`config.mk`:
```
export PLATFORM = sky130hd
export DESIGN_NAME = inst_queue
export DESIGN_NICKNAME = d
export VERILOG_FILES = /design/src/rtl/inst_queue_pkg.sv /design/src/rtl/iq_ram.sv /design/src/rtl/inst_queue.sv
export SDC_FILE = /design/constraint.sdc
export NUM_CORES = 1
export LEC_CHECK = 0
export BUFFER_PORTS_ARGS = -buffer_cell sky130_fd_sc_hd__buf_2
export CORE_MARGIN = 4
export CORE_UTILIZATION = 45
export DETAILED_ROUTE_END_ITERATION = 8
export PLACE_DENSITY_LB_ADDON = 0.15
export SETUP_SLACK_MARGIN = 0.4
export SLEW_MARGIN = 0
export SYNTH_ARGS = -nofsm -noshare
export SYNTH_HDL_FRONTEND = slang
export SYNTH_SLANG_ARGS = --single-unit
export TNS_END_PERCENT = 1
```
`constraint.sdc`:
```
create_clock -name clk_in -period 7.11 [get_ports clk_in]
set_input_delay 1.0665 -clock clk_in [delete_from_list [all_inputs] [get_ports clk_in]]
set_output_delay 1.0665 -clock clk_in [all_outputs]
set_load 0.01 [all_outputs]
```
`src/rtl/inst_queue_pkg.sv`:
```
// Shared constants for the instruction queue slice.
package inst_queue_pkg;
  localparam int   InstSize = 32;
  localparam int   IQDepth  = 16;
  localparam logic zero     = 1'b0;
  localparam logic one      = 1'b1;
endpackage

```
`src/rtl/iq_ram.sv`:
```
// Simple dual-port register array: synchronous write at tail, async read at head.
module iq_ram
  import inst_queue_pkg::*;
#(
  parameter int DEPTH = IQDepth,
  parameter int W     = 2 * InstSize,
  parameter int AW    = $clog2(DEPTH)
) (
  input  logic          clk_in,
  input  logic          we,
  input  logic [AW-1:0] waddr,
  input  logic [W-1:0]  wdata,
  input  logic [AW-1:0] raddr,
  output logic [W-1:0]  rdata
);

  logic [DEPTH-1:0][W-1:0] mem;

  // Storage is intentionally unreset; pointers decide what is meaningful.
  always_ff @(posedge clk_in) begin
    if (we) mem[waddr] <= wdata;
  end

  assign rdata = mem[raddr];

endmodule

```
`src/rtl/inst_queue.sv`:
```
// Instruction queue between fetch and decode: circular FIFO of {pc, inst}
// with a registered one-cycle valid pulse per pop and a mispredict flush.
module inst_queue
  import inst_queue_pkg::*;
#(
  parameter int DEPTH       = IQDepth,
  parameter int FULL_MARGIN = 1
) (
  input  logic                clk_in,
  input  logic                rst_in,
  input  logic                rdy_in,
  input  logic                clear,
  input  logic                en_fetch,
  input  logic [InstSize-1:0] Inst_fetch,
  input  logic [InstSize-1:0] pc_fetch,
  output logic                IQ_isfull,
  input  logic                Get_Inst,
  output logic                en_out,
  output logic [InstSize-1:0] Inst_out,
  output logic [InstSize-1:0] pc_out,
  output logic                IQ_isempty
);

  localparam int PTR_W = $clog2(DEPTH);
  localparam int CNT_W = PTR_W + 1;
  localparam logic [CNT_W-1:0] DEPTH_C = CNT_W'(DEPTH);
  localparam logic [CNT_W-1:0] FULL_TH = CNT_W'(DEPTH - FULL_MARGIN);

  logic [PTR_W-1:0]      head, tail;
  logic [CNT_W-1:0]      count;
  logic [2*InstSize-1:0] rd_data;
  logic                  push, pop, wr_en;

  // Eligibility uses the pre-update count, so a push at full is dropped
  // even when a pop frees a slot in the same cycle.
  assign push  = en_fetch && (count < DEPTH_C);
  assign pop   = Get_Inst && (count != '0);
  assign wr_en = push && rdy_in && !clear;

  iq_ram #(.DEPTH(DEPTH), .W(2*InstSize), .AW(PTR_W)) u_ram (
    .clk_in (clk_in),
    .we     (wr_en),
    .waddr  (tail),
    .wdata  ({pc_fetch, Inst_fetch}),
    .raddr  (head),
    .rdata  (rd_data)
  );

  // Pointer, count and output register update: reset > clear > stall > run.
  always_ff @(posedge clk_in or negedge rst_in) begin
    if (!rst_in) begin
      head     <= '0;
      tail     <= '0;
      count    <= '0;
      en_out   <= zero;
      Inst_out <= '0;
      pc_out   <= '0;
    end else if (clear) begin
      // Flush keeps the last presented data; only the valid drops.
      head   <= '0;
      tail   <= '0;
      count  <= '0;
      en_out <= zero;
    end else if (rdy_in) begin
      if (push) tail <= tail + 1'b1;
      if (pop) begin
        head               <= head + 1'b1;
        {pc_out, Inst_out} <= rd_data;
        en_out             <= one;
      end else begin
        en_out <= zero;
      end
      case ({push, pop})
        2'b10:   count <= count + 1'b1;
        2'b01:   count <= count - 1'b1;
        default: count <= count;
      endcase
    end
  end

  assign IQ_isempty = (count == '0);
  assign IQ_isfull  = (count >= FULL_TH);

endmodule

```
==> qor.txt <==
outcome: complete, no violations
Internal Power: 10.94 mW
core box area: 92080 um^2
Comb power frac: 7.0%
die height: 313.2 um
Setup TNS: 0 ns
final worst path period share: 47.96%
reg2reg path depth: 5
Power per Cell Area: 295.9 nW/um^2
Mapped Cells: 1817
Die X: 313.2 um
# setup viols final: 0
Synth cell types: 40
first-pass GRT wire length: 131700 um
final WL: 87880 um
Final Max Tran Viols: 0
r2r endpoint: u_ram.mem[1000]
Worst Hold Class: input port to async pin
Die ar.: 98070 um^2
Crit path arrival time: 3.71 ns
sw frac: 22.10%
CTS tree: built
CP startpoint: en_fetch
max-cap violations: 0
DRC viols: 0
Fill cells: 7277
Inst Count DP: 3128
clock buffer count from CTS: 112
largest net degree at the start of global routing: 125
Vias per Instance: 5.618
leak pwr: 14.88 nW
setup repair bufs after CTS: 0
min cycle time layout: 3.410 ns
register area share after synthesis: 78.04%
Switching Power: 3.105 mW
FMAX: 293.3 MHz
Initial Util: 45.51%
final std cells w/o fill: 3339
clock share of power: 39.9%
fraction of layout cells with a size suffix above 1: 27.92%
crit path cell chain: buf_2 -> nor2b_1 -> and2_1 -> nand2_1 -> nor2_4 -> buf_4
TritonRoute pass-1 iters: 5
CP Max Fanout: 38
Post-DP HPWL: 47100 um
Hold Violations, Final: 0
clk root buf: clkbuf_16
r2r setup slk: 3.76 ns
Slowest-stage cell, CP: nor2_4
GRT overflow: 0
Clk Latency, worst-skew pair: 0.68 ns
htree depth: 3
Yosys reg bits: 1102
row count: 111
Initial DRC Count: 1380
Worst Tran Pin Value: 1.155 ns
antenna violations before repair: 4
final net count: 2076
post_cts resized: 0
critical path's largest stage delay: 0.82 ns
Peak VDD IR: 182.8 uV
RR Startpoint: count[4]
Yosys Warn Count: 0
antenna-violating nets left: 0
worst endpoint required time: 7.41 ns
cts hold-fix bufs: 0
Slew HR: 22.81%
Flop pwr share: 53.1%
delay-heaviest family, CP: simple AND/OR/NAND/NOR gates
Clock transition at path regs: 0.06 ns
CTS Sinks: 1102
CTS max path bufs: 3
post-synth net total: 1894
Top Ports: 137
RSZ-0062 raised after global routing: no
vias in the first global route: 20130
endpoint class of the critical path: register
Port Buffer Count: 136
Critical path buffers and inverters: 2
routed len/inst: 26.32 um
CP Class: input port to register
nature of the critical path startpoint: input port
gpl congestion: 0.7523
syn_area_per_cell: 23.06 um^2
Max Clock Skew: 0.02719 ns
via total after detailed routing: 18760
Tot GR Track Use: 17.98%
Mapped Area: 41910 um^2
P&R area growth vs syn: 13.29%
-- placed cells by master (no fill, tap or decap), drive strengths merged, types with 4 or more instances in the layout --
cell and count:
edfxtp 1024, mux4 256, buf 167, clkbuf 156
mux2i 129, nand2 80, dfrtp 78, o221ai 64
clkinv 44, nor2 21, inv 10, a21oi 7
ha 7, nor3 7, xor2 6, nand2b 5
bufinv 5, nand3 5, o21ai 4
-- flip-flops by register name, summed over array words and instances, names as in the netlist --
register   cells
count          5
pc_out        32
Inst_out      32
u_ram.mem   1024
head           4
en_out         1
tail           4
-- synth_stat cells --
cell	number	area, um^2
buf_2	52	260.3
buf_6	24	270.3
xor2_1	6	52.55
nand3b_1	1	7.510
nand2_1	80	300.3
a32o_1	1	10.01
and2b_1	1	7.510
clkbuf_2	1	5.000
inv_1	5	18.77
edfxtp_1	1024	30750
o21ai_1	1	5.000
mux2i_1	129	1291
buf_8	2	30.03
ha_1	7	87.58
a211o_1	1	8.760
mux4_1	23	604.3
a41o_1	1	10.01
nand3_1	5	25.02
and3_1	1	6.260
nand2b_1	5	31.28
xnor2_1	3	26.28
nor2_1	21	78.83
dfrtp_1	78	1952
buf_4	6	45.04
nor3_1	7	35.03
and2_1	1	6.260
buf_1	4	15.01
o221ai_1	64	560.5
or2_1	1	6.260
a31oi_1	1	6.260
clkbuf_1	10	37.54
a21o_1	1	7.510
nand4_1	2	12.51
a21oi_1	7	35.03
or3_1	1	6.260
o21ai_0	3	15.01
nor2b_1	1	6.260
o21bai_1	1	7.510
o2bb2ai_1	2	17.52
mux4_2	233	5248
-- area by class of cell --
class	count	area (um^2)	area share (%)
inverter	5	18.77	0.03953
antenna	1	2.502	0.005271
clock inverter	54	470.5	0.9909
timing repair buffer	167	991.0	2.087
clock buffer	156	3078	6.483
multi-input combinational	611	8647	18.21
tap	1243	1555	3.276
sequential	1102	32710	68.90
-- cells by family after synthesis --
group                    count (synthesis)  share of synthesized area, %
XOR/XNOR                                 9                        0.1881
buffers and inverters                  104                         1.627
AND/OR/NAND/NOR                        127                         1.263
adder cells (fa/ha/maj)                  7                        0.2090
multiplexers                           385                         17.05
AO/OA/AOI/OAI                           83                         1.630
flip-flops                            1102                         78.04
-- worst register-to-register path: cells and delay by family (launching register included) --
family                 cells  cell delay, ns
buffers and inverters      1            0.70
flip-flops                 1            0.43
AND/OR/NAND/NOR            4            1.81
-- power by group through the flow --
stage	Clock, mW	Sequential [mW]	Combinational, mW
detailed placement	0	7.60	1.02
global route	6.04	7.48	1.09
finish	5.60	7.46	0.984
floorplan	0	7.61	0.529
global placement	0	7.60	0.993
CTS	5.75	7.47	1.02
-- metal layers --
| metal | wire, um | track usage [%] |
|---|---|---|
| met1 | 36300 | 23.59 |
| met2 | 46370 | 31.82 |
| met3 | 3582 | 2.526 |
| met4 | 1638 | 4.705 |
| met5 | 0 | 0 |
-- worst max path at each step --
stage,to,slack (ns),cells past startpoint
floorplan,u_ram.mem[0],0.50,5
global placement,u_ram.mem[894],3.03,6
detailed placement,u_ram.mem[800],2.96,6
CTS,u_ram.mem[800],3.69,6
global route,u_ram.mem[993],3.52,6
finish,u_ram.mem[1000],3.70,6
-- stage by stage --
stage	instance area, um^2	setup WS [ns]	hold WS, ns	total power, mW	utilization, %
floorplan	41910	0.4995	0.5058	8.135	-
global placement	43920	3.032	0.4676	8.597	47.70
detailed placement	43920	2.962	0.4758	8.621	47.70
CTS	47470	3.687	0.3702	14.24	51.56
global route	47470	3.522	0.3965	14.61	51.56
finish	47480	3.700	0.3904	14.05	51.56
Note: power is estimated with default switching activity, not from simulation.
